## config.mk

```make
export PLATFORM = sky130hd
export DESIGN_NAME = pwm_duty_ctrl
export DESIGN_NICKNAME = d
export VERILOG_FILES = /design/src/rtl/pwm_duty_ctrl.sv
export SDC_FILE = /design/constraint.sdc
export NUM_CORES = 1
export LEC_CHECK = 0
export ABC_AREA = 1
export BUFFER_PORTS_ARGS = -buffer_cell sky130_fd_sc_hd__buf_2
export CAP_MARGIN = 30
export CORE_UTILIZATION = 60
export CTS_CLUSTER_DIAMETER = 40
export DETAILED_ROUTE_END_ITERATION = 8
export GPL_TIMING_DRIVEN = 0
export HOLD_SLACK_MARGIN = 0.08
export PLACE_DENSITY = 0.79
export SLEW_MARGIN = 20
export SYNTH_ARGS = -nofsm -noshare
export SYNTH_HDL_FRONTEND = slang
export SYNTH_SLANG_ARGS = --single-unit
```

## constraint.sdc

```tcl
create_clock -name clk -period 3.4 [get_ports clk]
set_input_delay 0.68 -clock clk [delete_from_list [all_inputs] [get_ports clk]]
set_output_delay 0.68 -clock clk [all_outputs]
set_load 0.05 [all_outputs]
```

## src/rtl/pwm_duty_ctrl.sv

```systemverilog
// pwm_duty_ctrl: debounces board switches and commits the duty code only on PWM period boundaries (optional PWM_DUTY_SLEW_EN steps by one per period)
module pwm_duty_ctrl #(
    parameter int DEB_CYCLES = 50000
) (
    input  logic       clk,
    input  logic       rst_n,
    input  logic [3:0] sw_raw,
    input  logic       period_start,
    output logic [3:0] duty_code,
    output logic       duty_upd,
    output logic       busy
);
    localparam int CW = $clog2(DEB_CYCLES);
    localparam logic [CW-1:0] CNT_MAX = CW'(DEB_CYCLES - 1);
    localparam logic [1:0] IDLE    = 2'd0;
    localparam logic [1:0] SETTLE  = 2'd1;
    localparam logic [1:0] PENDING = 2'd2;
    logic [1:0] state, state_n;
    logic [3:0] sync_m, sync_q, cand, cand_n, duty_n, next_val;
    logic [CW-1:0] cnt, cnt_n;
    logic changed;
    assign changed = sync_q != cand;
    assign busy = state != IDLE;
`ifdef PWM_DUTY_SLEW_EN
    assign next_val = duty_code < cand ? duty_code + 4'd1 : duty_code > cand ? duty_code - 4'd1 : duty_code;
`else
    assign next_val = cand;
`endif
    // two-flop synchronizer for the asynchronous switch inputs
    always_ff @(posedge clk or negedge rst_n) begin
        if (!rst_n) begin
            sync_m <= '0;
            sync_q <= '0;
        end else begin
            sync_m <= sw_raw;
            sync_q <= sync_m;
        end
    end
    // debounce/commit FSM; a switch change in PENDING wins the state but never blocks a same-cycle commit
    always_comb begin
        state_n = state;
        cand_n  = cand;
        cnt_n   = cnt;
        duty_n  = duty_code;
        case (state)
            IDLE: begin
                if (changed) begin
                    cand_n  = sync_q;
                    cnt_n   = '0;
                    state_n = SETTLE;
                end
            end
            SETTLE: begin
                if (changed) begin
                    cand_n = sync_q;
                    cnt_n  = '0;
                end else if (cnt == CNT_MAX) begin
                    state_n = cand != duty_code ? PENDING : IDLE;
                end else begin
                    cnt_n = cnt + 1'b1;
                end
            end
            PENDING: begin
                if (period_start) begin
                    duty_n  = next_val;
                    state_n = next_val == cand ? IDLE : PENDING;
                end
                if (changed) begin
                    cand_n  = sync_q;
                    cnt_n   = '0;
                    state_n = SETTLE;
                end
            end
            default: state_n = IDLE;
        endcase
    end
    // state registers; duty_upd flags the cycle the new duty code first appears
    always_ff @(posedge clk or negedge rst_n) begin
        if (!rst_n) begin
            state     <= IDLE;
            cand      <= '0;
            cnt       <= '0;
            duty_code <= '0;
            duty_upd  <= 1'b0;
        end else begin
            state     <= state_n;
            cand      <= cand_n;
            cnt       <= cnt_n;
            duty_code <= duty_n;
            duty_upd  <= duty_n != duty_code;
        end
    end
endmodule

```

==> results of run 1 <==
-- metrics by stage --
stage               instance area (µm²)   util  cells  power [mW]
global placement                   2000  0.695    293       0.498
floorplan                          1890      -    239       0.479
detailed placement                 2000  0.695    293       0.500
CTS                                2080  0.724    301       0.811
finish                             2080  0.724    301       0.805
global route                       2080  0.724    301       0.832
-- registers in the layout (all words and copies together) (netlist names) --
signal	cells
cand	4
sync_q	4
state	2
cnt	16
duty_code	4
duty_upd	1
sync_m	4
-- report_power, final --
part	total, mW	switching [mW]	internal (mW)	leakage [nW]
Combinational	0.0523	0.0324	0.0199	0.520
Clock	0.313	0.156	0.157	0.0418
Sequential	0.440	0.0125	0.427	0.456
Total	0.805	0.201	0.604	1.02
-- how the worst max path moves through the flow --
stage	from	to	slack, ns	cells past startpoint
5_1_grt	state[0]$_DFFE_PN0P_	busy	1.49	3
3_5_place_dp	cnt[0]$_DFFE_PN0P_	cnt[8]$_DFFE_PN0P_	1.69	11
6_report	state[0]$_DFFE_PN0P_	busy	1.57	3
3_3_place_gp	cnt[0]$_DFFE_PN0P_	cnt[10]$_DFFE_PN0P_	1.70	11
4_1_cts	state[0]$_DFFE_PN0P_	busy	1.56	3
2_1_floorplan	cnt[0]$_DFFE_PN0P_	cnt[10]$_DFFE_PN0P_	1.87	11
-- cells by family (layout without fill, tap and decap cells) --
logic type / count (synthesis) / count (layout) / synth area share
simple gates: 150 / 150 / 0.354
flops: 35 / 35 / 0.464
buf+inv: 27 / 47 / 0.0630
xor+xnor: 14 / 14 / 0.0650
compound gates: 8 / 8 / 0.0232
mux: 4 / 4 / 0.0239
fa+ha+maj: 1 / 1 / 0.00663
-- synth_stat cells (2+ instances only) --
cell,n
buf_2,2
buf_6,2
dfrtp_1,35
inv_1,18
inv_2,5
mux2_2,4
nand2_1,70
nand2_2,2
nand2_4,4
nand3_1,25
nand4_1,7
nor2_1,36
nor2_4,2
nor3_1,3
o21ai_0,3
o21ai_1,3
xnor2_1,8
xor2_1,6
-- worst max-delay path, stage by stage, from the launching register on --
cell and delay (ns):
dfrtp_1 0.41, inv_2 0.13, nand2_1 0.06, buf_2 0.21
-- layout make-up --
cell class                 instances  area (µm²)  share of cell area
clock buffer                       5        37.5              0.0180
inverter                          23        86.3              0.0414
tap                               42        52.6              0.0252
multi-input combinational        177         892               0.428
sequential                        35         876               0.420
buffer                             4        32.5              0.0156
timing repair buffer              12        60.1              0.0288
clock inverter                     3        46.3              0.0222
-- metal layers --
layer / GRT usage / vias to the layer above / wire [µm] / share of wire
li1: - / 790 / - / -
met1: 0.370 / 710 / 1800 / 0.48
met2: 0.392 / 53 / 1620 / 0.43
met3: 0.0625 / 11 / 249 / 0.066
met4: 0.112 / 0 / 100 / 0.026
met5: 0 / - / 0 / 0
-- placed cells by master (no fill, tap or decap) --
| master | Yosys | routed |
|---|---|---|
| nand2_1 | 70 | 70 |
| nor2_1 | 36 | 36 |
| dfrtp_1 | 35 | 35 |
| nand3_1 | 25 | 25 |
| inv_1 | 18 | 18 |
| buf_2 | 2 | 14 |
| xnor2_1 | 8 | 8 |
| nand4_1 | 7 | 7 |
| xor2_1 | 6 | 6 |
| inv_2 | 5 | 5 |
| clkbuf_4 | 0 | 5 |
| mux2_2 | 4 | 4 |
| nand2_4 | 4 | 4 |
| o21ai_1 | 3 | 3 |
| o21ai_0 | 3 | 3 |
| nor3_1 | 3 | 3 |
| nand2_2 | 2 | 2 |
| nor2_4 | 2 | 2 |
| buf_6 | 2 | 2 |
| and3_1 | 1 | 1 |
| a31oi_1 | 1 | 1 |
| a21o_1 | 1 | 1 |
| ha_1 | 1 | 1 |
| bufinv_16 | 0 | 1 |
| clkinvlp_4 | 0 | 1 |
| inv_6 | 0 | 1 |
==> results by group, run 1 <==
Clock network
  • Root Driver: clkbuf_4
  • H-tree depth: 2
  • Setup Fix Bufs, Post-CTS: 0
  • Worst-skew pair later-pin latency: roughly 0.35 ns
  • CTS tree: yes
  • Clock Path Buffers: 2
  • Count of hold buffers inserted by post-cts repair: 0
  • Post-CTS Resized: 0
  • TritonCTS buffer count: 5
  • Reg clk slew, reported paths: about 0.12 ns
  • TritonCTS Sinks: 35

Timing
  • Clock Skew: 0.0106 ns
  • Final hold viol count: 0
  • Final period util: 0.539
  • Final setup margin: 1.57 ns
  • Final Setup Violations: 0
  • Setup TNS: 0 ns
  • Least-Margin Pin Slew: 0.765 ns
  • Final slew viol count: 0
  • Max Freq: 546 MHz
  • Hold_ws: 0.360 ns
  • RSZ-0062 raised after global routing: no
  • Relative slew slack: 0.490
  • Minimum clock period: 1.83 ns

Place
  • GP Congestion: 0.991
  • Worst slack at placement: 1.69 ns
  • Port Buf Inserts: 12
  • Dpl hpwl: 2620 µm

GRT
  • Initial antenna violation count: 0
  • Vias in the first global route: 1432
  • Total gr overflow: 0
  • GRT Resource Usage Total: 0.264
  • Largest net degree at the start of global routing: 36
  • Global-route wire length before repair: 6530 µm

Final layout
  • Layout cells sized above 1: 0.158
  • Fin nets: 266
  • Area growth from synthesis to layout: 10.4%
  • Layout fillers: 235
  • Antenna cells: 0

Floorplan
  • Boundary Pins: 13
  • Die Wd: 58.1 µm
  • Starting Density: 0.656
  • Die height: around 58 µm
  • Core Rows: 19
  • Core area: 2880 µm²
  • Die area: 3370 µm²

Synthesis
  • Fraction of registers with async set or reset after synthesis: 1.00
  • Yosys cell types: 22
  • Area leader, netlist: dfrtp_1
  • Yosys top cell area share: 0.464
  • Ranking of synthesized cells by area: dfrtp_1 (46%), nand2_1 (14%), nor2_1 (7.2%), nand3_1 (6.6%), xnor2_1 (3.7%)
  • Synthesized instance count: about 240
  • Post-synthesis sequential area ratio: 0.464
  • Cell area after synthesis: about 1900 µm²
  • #FFs+latches synth: 35
  • Post-synth EDFFs: 0
  • Top_reg_cell synth: dfrtp_1
  • Syn Area/Cell: slightly below 8 µm²
  • Synthesized Nets: 247
  • YS warnings: 0

Detailed routing
  • WL final: 3780 µm
  • Via count: 1564
  • Initial DRC Count: 108
  • Antenna Violating Nets Remaining: 0
  • Residual DRC count: 0
  • Initial DRT Pass Iterations: 4
  • Wirelength per Cell: 12.5 µm
  • Vias per cell: 5.20

Setup path
  • WS Path Type: flop to primary output
  • Critical Path AT: 1.15 ns
  • R2R depth: 11
  • Reg-to-Reg End: cnt[12]$_DFFE_PN0P_
  • R2r setup slk: between 1.5 and 2 ns
  • WP data required: roughly 2.7 ns
  • Crit Path Max Fanout: 6
  • R2R Path Start: cnt[0]$_DFFE_PN0P_
  • Critical path launch point type: flop
  • CP endpoint kind: primary output

Power and ir drop
  • PwrDens: 386 nW/µm²
  • Peak VDD IR: approximately 350 µV
  • Pleak: 1.02 nW

Worst hold path
  • Hold crit path type: flop to flop
  • Hold path endpoint: sync_q[0]$_DFF_PN0_
  • Hold_sp: sync_m[0]$_DFF_PN0_
  • Hold path cells: 0

Run
  • Number of max-cap violations: 0

Outcome
  • Status: finished clean
No activity file was read; power rests on OpenSTA's default activity.
==> inputs of run 2 (changes only) <==
--- a/config.mk
+++ b/config.mk
@@ -8,12 +8,12 @@
 export ABC_AREA = 1
 export BUFFER_PORTS_ARGS = -buffer_cell sky130_fd_sc_hd__buf_2
 export CAP_MARGIN = 30
-export CORE_UTILIZATION = 60
+export CORE_UTILIZATION = 53
 export CTS_CLUSTER_DIAMETER = 40
 export DETAILED_ROUTE_END_ITERATION = 8
 export GPL_TIMING_DRIVEN = 0
 export HOLD_SLACK_MARGIN = 0.08
-export PLACE_DENSITY = 0.79
+export PLACE_DENSITY = 0.74
 export SLEW_MARGIN = 20
 export SYNTH_ARGS = -nofsm -noshare
 export SYNTH_HDL_FRONTEND = slang
==> constraint.sdc (replaced) <==
create_clock -name clk -period 1.5 [get_ports clk]
set_input_delay 0.3 -clock clk [delete_from_list [all_inputs] [get_ports clk]]
set_output_delay 0.3 -clock clk [all_outputs]
set_load 0.05 [all_outputs]
==> run 2 against run 1 <==
- the run now ends with negative setup slack left
- first-iteration DRC count increased by 49%
- critical path type is now flop to flop
- via count up 9.4%
- worst hold slack got worse by 0.17 ns
- global-route usage rose by 0.46 points
- critical path depth increased by 9
- largest cell class unchanged
- die area is 13% higher
- register-to-register slack got worse by 1.7 ns
- critical endpoint is now cnt[12]$_DFFE_PN0P_
- design area up 14%
- combinational power increased to 2.9 times the previous value
==> results by group, run 2 (synthesized netlist as in run 1, its figures left out) <==
Final layout
  • Largest register by flop count: cnt
  • Antenna cells: 0 (unchanged)
  • Area growth from synthesis to layout: 25.8%
  • Most frequent cells in the layout: nand2_1 (62), nor2_1 (31), dfrtp_1 (30)
  • Max FFs per register: 16 (unchanged)
  • Most common cell after layout, fill and taps aside: nand2_1
  • Layout Cells excl Fill: 324 (+7.6%)
  • Layout fillers: 272 (+16%)
  • Layout cells sized above 1: 0.284 (+0.126)
  • Fin nets: 285 (+7.1%)

Setup path
  • Worst Setup SP: cnt[1]$_DFFE_PN0P_
  • Reg-to-Reg End: cnt[12]$_DFFE_PN0P_
  • Crit Path Max Fanout: 6 (unchanged)
  • Critical Path AT: 1.87 ns (+0.72 ns)
  • R2R depth: 12 (+1)
  • Critical path launch point type: flop
  • Worst setup endpoint: cnt[12]$_DFFE_PN0P_
  • WP data required: 1.80 ns (-0.92 ns)
  • R2R Path Start: cnt[1]$_DFFE_PN0P_
  • WS Path Type: flop to flop
  • R2r setup slk: -0.07 ns (-1.71 ns)
  • CP endpoint kind: flop

Timing
  • Final slew viol count: 0 (unchanged)
  • Final setup margin: -0.0707 ns (-1.64 ns)
  • Final period util: 1.05
  • Final Setup Violations: 13 (+13)
  • Setup TNS: -0.688 ns (-0.688 ns)
  • Relative slew slack: 0.491 (+0.000769)
  • Minimum clock period: 1.57 ns
  • Clock Skew: 0.0146 ns (+0.00395 ns)
  • Least-Margin Pin Slew: 0.764 ns (-0.00115 ns)
  • Final hold viol count: 0 (unchanged)
  • RSZ-0062 raised after global routing: yes
  • Max Freq: 637 MHz

Floorplan
  • Core Rows: 21 (+2)
  • Starting Density: 0.561 (-0.0949)
  • Die Wd: 61.7 µm (+6.2%)
  • Die area: 3800 µm² (+13%)
  • Die height: 61.7 µm (+6.2%)
  • Core area: 3360 µm² (+17%)
  • Boundary Pins: 13 (unchanged)

Clock network
  • Clock Path Buffers: 2 (unchanged)
  • Root Driver: clkbuf_4
  • H-tree depth: 2 (unchanged)
  • Worst-skew pair later-pin latency: 0.36 ns (about the same)
  • CTS tree: yes
  • TritonCTS buffer count: 5 (unchanged)
  • TritonCTS Sinks: 35 (unchanged)
  • Reg clk slew, reported paths: 0.13 ns (about the same)

Detailed routing
  • Wirelength per Cell: 14.1 µm (+12%)
  • Antenna Violating Nets Remaining: 0 (unchanged)
  • Vias per cell: 5.28 (+1.6%)
  • WL final: 4560 µm (+21%)
  • Residual DRC count: 0 (unchanged)
  • Initial DRT Pass Iterations: 4 (unchanged)
  • Via count: 1711 (+9.4%)
  • Initial DRC Count: 161 (+49%)

GRT
  • Largest net degree at the start of global routing: 36 (unchanged)
  • Total gr overflow: 0 (unchanged)
  • Initial antenna violation count: 0 (unchanged)
  • Global-route wire length before repair: 7080 µm (+8.5%)
  • GRT Resource Usage Total: 0.268 (+0.00460)
  • Vias in the first global route: 1484 (+3.6%)

Worst hold path
  • Hold_sp: period_start
  • Hold crit path type: input pin to flop

Run
  • Number of max-cap violations: 0 (unchanged)

Outcome
  • Failing checks: negative setup slack
  • Status: finished with violations

Place
  • Dpl hpwl: 2780 µm (+6.3%)
  • Port Buf Inserts: 12 (unchanged)
  • Placed insts: 297 (+1.4%)
  • GP Congestion: 0.947 (-4.4%)

Power and ir drop
  • Peak VDD IR: 724 µV (+110%)
  • PwrDens: 791 nW/µm² (+100%)
  • Pleak: 1.12 nW (+11%)
==> run 2: cell types whose count changed in the layout (fill, tap and decap cells not counted), sizes merged <==
| cell | previous run | this run |
|---|---|---|
| buf | 16 | 29 |
| clkinv | 0 | 1 |
| dlygate4sd3 | 0 | 5 |
| clkbuf | 5 | 6 |
| clkinvlp | 1 | 0 |
==> run 2: worst min-delay path by stage <==
stage | end | depth (start not counted)
2_1_floorplan | cand[0]$_DFFE_PN0P_ | 0
6_report | state[1]$_DFFE_PN0P_ | 4
3_3_place_gp | sync_q[3]$_DFF_PN0_ | 0
4_1_cts | state[1]$_DFFE_PN0P_ | 4
5_1_grt | state[1]$_DFFE_PN0P_ | 4
3_5_place_dp | sync_q[1]$_DFF_PN0_ | 0
==> run 2: report_power, final <==
part	switching [mW]	total, mW	internal (mW)
clock network	0.365	0.724	0.359
registers	0.0295	0.999	0.970
logic	0.0850	0.154	0.0693
total	0.480	1.88	1.40
==> run 2: cell type report <==
type,count,area [µm²],area share
buffer,4,36.3,0.0153
clock buffer,5,37.5,0.0158
clock inverter,3,47.5,0.0200
inverter,23,91.3,0.0385
multi-input combinational,177,976,0.411
sequential,35,882,0.372
tap,46,57.6,0.0242
timing repair buffer,31,245,0.103
==> run 2: routing by layer <==
| layer | wire length (µm) | track usage | share of wire | up-vias |
|---|---|---|---|---|
| met5 | 0 | 0 | 0 | - |
| met4 | 77 | 0.108 | 0.017 | 0 |
| met3 | 248 | 0.0651 | 0.054 | 9 |
| met2 | 2190 | 0.409 | 0.48 | 68 |
| met1 | 2040 | 0.367 | 0.45 | 789 |
| li1 | - | - | - | 845 |
==> run 2: per-stage QoR <==
stage | worst slack (ns) | hold WS (ns) | area [µm²] | util | total power [mW]
2_1_floorplan | -0.00881 | 0.00441 | 1890 | - | 1.08
3_3_place_gp | -0.177 | 0.333 | 2010 | 0.597 | 1.13
3_5_place_dp | -0.202 | 0.338 | 2010 | 0.597 | 1.13
4_1_cts | -0.0935 | 0.178 | 2300 | 0.683 | 1.87
5_1_grt | -0.142 | 0.185 | 2370 | 0.706 | 1.95
6_report | -0.0707 | 0.186 | 2370 | 0.706 | 1.88
==> run 2: worst max-delay path, cell delays in order (launching register included) <==
cell     delay [ns]
dfrtp_1        0.43
ha_4           0.17
nand2_4        0.07
nor2_4         0.12
inv_2          0.05
nor2_4         0.09
nand2_4        0.07
nand2_4        0.09
nand2_8        0.10
inv_6          0.08
buf_6          0.12
nand2_1        0.06
nand2_1        0.06
==> run 2: what timing repair did <==
action | CTS | global route
hold buffers | 5 | 0
setup endpoints to repair | 16 | 18
pin swaps | 14 | 10
gates cloned | 2 | 0
endpoints found under the hold margin | 39 | 0
gates resized for setup | 18 | 18
buffers inserted | 7 | 5
==> inputs of run 3 (changes only) <==
--- a/config.mk
+++ b/config.mk
@@ -12,8 +12,9 @@
 export CTS_CLUSTER_DIAMETER = 40
 export DETAILED_ROUTE_END_ITERATION = 8
 export GPL_TIMING_DRIVEN = 0
-export HOLD_SLACK_MARGIN = 0.08
+export HOLD_SLACK_MARGIN = 0.02
 export PLACE_DENSITY = 0.74
+export SETUP_SLACK_MARGIN = 0.05
 export SLEW_MARGIN = 20
 export SYNTH_ARGS = -nofsm -noshare
 export SYNTH_HDL_FRONTEND = slang
==> run 3 against run 2 <==
- clock skew increased by 0.0028 ns
- design area rose by 0.53%
- register-to-register slack better by 0.02 ns
- total power decreased by 0.59%
- clock power hardly changed
- critical path depth is the same
- the run still ends with negative setup slack left
- non-clock buffer count fell by 1
- combinational power shrank 6%
- sequential share of layout area shrank 0.25 points
- maximum frequency rose by 1.1%
- sequential cell count unchanged
==> results by group, run 3 (synthesized netlist as in run 1, its figures left out) <==
Outcome
  • Status: finished with violations
  • Failing checks: negative setup slack

Setup path
  • R2R Path Start: cnt[1]$_DFFE_PN0P_
  • Critical path launch point type: flop
  • Crit Path Max Fanout: 5 (-1)
  • WS Path Type: flop to flop
  • R2R depth: 12 (unchanged)
  • Worst Setup SP: cnt[1]$_DFFE_PN0P_
  • CP endpoint kind: flop
  • Critical Path AT: 1.83 ns (-0.04 ns)
  • WP data required: 1.78 ns (-0.02 ns)

Final layout
  • Most common cell after layout, fill and taps aside: nand2_1
  • Antenna cells: 0 (unchanged)
  • Layout fillers: 266 (-2.2%)
  • Layout cells sized above 1: 0.307 (+0.0227)
  • Post-Route Utilization: 0.709 (+0.00372)
  • Register Area: 881 µm² (-0.14%)
  • Largest register by flop count: cnt
  • Most frequent cells in the layout: nand2_1 (64), dfrtp_1 (31), nor2_1 (30)
  • Max FFs per register: 16 (unchanged)
  • Multi-input logic area: 998 µm² (+2.3%)
  • Area growth from synthesis to layout: 26.5%
  • Fin nets: 284 (-0.35%)

Floorplan
  • Core Rows: 21 (unchanged)
  • Core area: 3360 µm² (unchanged)
  • Starting Density: 0.561 (unchanged)
  • Boundary Pins: 13 (unchanged)
  • Die area: 3800 µm² (unchanged)
  • Die height: 61.7 µm (unchanged)
  • Die Wd: 61.7 µm (unchanged)

Clock network
  • H-tree depth: 2 (unchanged)
  • CTS tree: yes
  • TritonCTS Sinks: 35 (unchanged)
  • TritonCTS buffer count: 5 (unchanged)
  • Count of hold buffers inserted by post-cts repair: 0 (-5)
  • Clock Path Buffers: 2 (unchanged)
  • Reg clk slew, reported paths: 0.12 ns (about the same)
  • Worst-skew pair later-pin latency: 0.35 ns (about the same)
  • Root Driver: clkbuf_4

Power and ir drop
  • PwrDens: 782 nW/µm² (-1.1%)
  • Pleak: 1.13 nW (+0.56%)
  • Peak VDD IR: 645 µV (-11%)
  • Pwr Total: 1.87 mW (-0.59%)

Timing
  • Relative slew slack: 0.497 (+0.00597)
  • Final Setup Violations: 13 (unchanged)
  • Least-Margin Pin Slew: 0.755 ns (-0.00896 ns)
  • Final hold viol count: 0 (unchanged)
  • RSZ-0062 raised after global routing: yes
  • Final period util: 1.04 (-0.0115)
  • Final slew viol count: 0 (unchanged)
  • Final setup margin: -0.0535 ns (+0.0172 ns)
  • Minimum clock period: 1.55 ns (-0.0172 ns)
  • Setup TNS: -0.383 ns (+0.305 ns)
  • Clock Skew: 0.0174 ns (+0.00282 ns)
  • Max Freq: 644 MHz (+1.1%)

Worst hold path
  • Hold crit path type: input pin to async pin

Place
  • Port Buf Inserts: 12 (unchanged)
  • Worst slack at placement: -0.213 ns (-0.0105 ns)
  • Dpl hpwl: 2800 µm (+0.54%)
  • GP Congestion: 0.929 (-2.0%)

Detailed routing
  • Initial DRC Count: 82 (-49%)
  • WL final: 4390 µm (-3.6%)
  • Residual DRC count: 0 (unchanged)
  • Vias per cell: 5.19 (-1.7%)
  • Via count: 1677 (-2.0%)
  • Antenna Violating Nets Remaining: 0 (unchanged)
  • Initial DRT Pass Iterations: 4 (unchanged)
  • Wirelength per Cell: 13.6 µm (-3.3%)

GRT
  • Vias in the first global route: 1494 (+0.67%)
  • Global-route wire length before repair: 6510 µm (-8.0%)
  • GRT Resource Usage Total: 0.248 (-0.0205)
  • Total gr overflow: 0 (unchanged)
  • Largest net degree at the start of global routing: 36 (unchanged)
  • Initial antenna violation count: 0 (unchanged)

Run
  • Number of max-cap violations: 0 (unchanged)
## run 3: cell count changes in the layout (fill, tap and decap cells not counted), sizes merged
cell,change
clkbuf,+1
clkinv,-1
dlygate4sd3,-5
buf,+4
## run 3: final cells by class
| cell class | count | share of cell area |
|---|---|---|
| Tap cell | 46 | 0.0241 |
| Multi-Input combinational cell | 177 | 0.418 |
| Inverter | 23 | 0.0383 |
| Buffer | 4 | 0.0163 |
| Clock inverter | 2 | 0.0163 |
| Sequential cell | 35 | 0.369 |
| Clock buffer | 6 | 0.0215 |
| Timing Repair Buffer | 30 | 0.0960 |
## run 3: path summary, 6_finish.rpt
path,slack (ns),endpoint
setup / recovery,-0.05,cnt[1]$_DFFE_PN0P_
hold / removal,0.02,cand[2]$_DFFE_PN0P_
setup reg to reg,-0.05,cnt[1]$_DFFE_PN0P_
hold reg to reg,0.36,sync_q[2]$_DFF_PN0_
max in group asynchronous,0.96,cand[1]$_DFFE_PN0P_
min in group clk,0.06,sync_m[3]$_DFF_PN0_
## run 3: timing repair
item	4_1_cts	5_1_grt
resized for setup	20	22
buffers inserted	10	6
pin swaps	13	13
gates cloned	2	0
endpoints found under the setup margin	18	27
## run 3: metal layers
layer	GRT usage	share of wire
met1	0.290	0.42
met4	0.121	0.016
met2	0.422	0.51
met3	0.0630	0.050
met5	0	0
## run 3: worst max-delay path, stage by stage, from the launching register on
cell,delay [ns]
dfrtp_1,0.42
ha_4,0.17
nand2_4,0.06
nor2_4,0.12
inv_2,0.06
nor2_4,0.09
nand2_4,0.07
nand2_4,0.10
nand2_8,0.09
inv_6,0.07
buf_6,0.11
nand2_1,0.06
nand2_1,0.07
## run 3: stage by stage
step	std cells	area, µm²	hold slack (ns)
after floorplan	239	1890	0.00441
after global placement	297	2010	0.334
after detailed placement	297	2010	0.337
after CTS	317	2270	0.0286
after global routing	323	2390	0.0168
final	323	2390	0.0174
## run 3: power by group
group / internal (mW) / total, mW / switching, mW
sequential: 0.969 / 0.996 / 0.0267
clock: 0.402 / 0.727 / 0.324
combinational: 0.0602 / 0.144 / 0.0841
total: 1.43 / 1.87 / 0.435
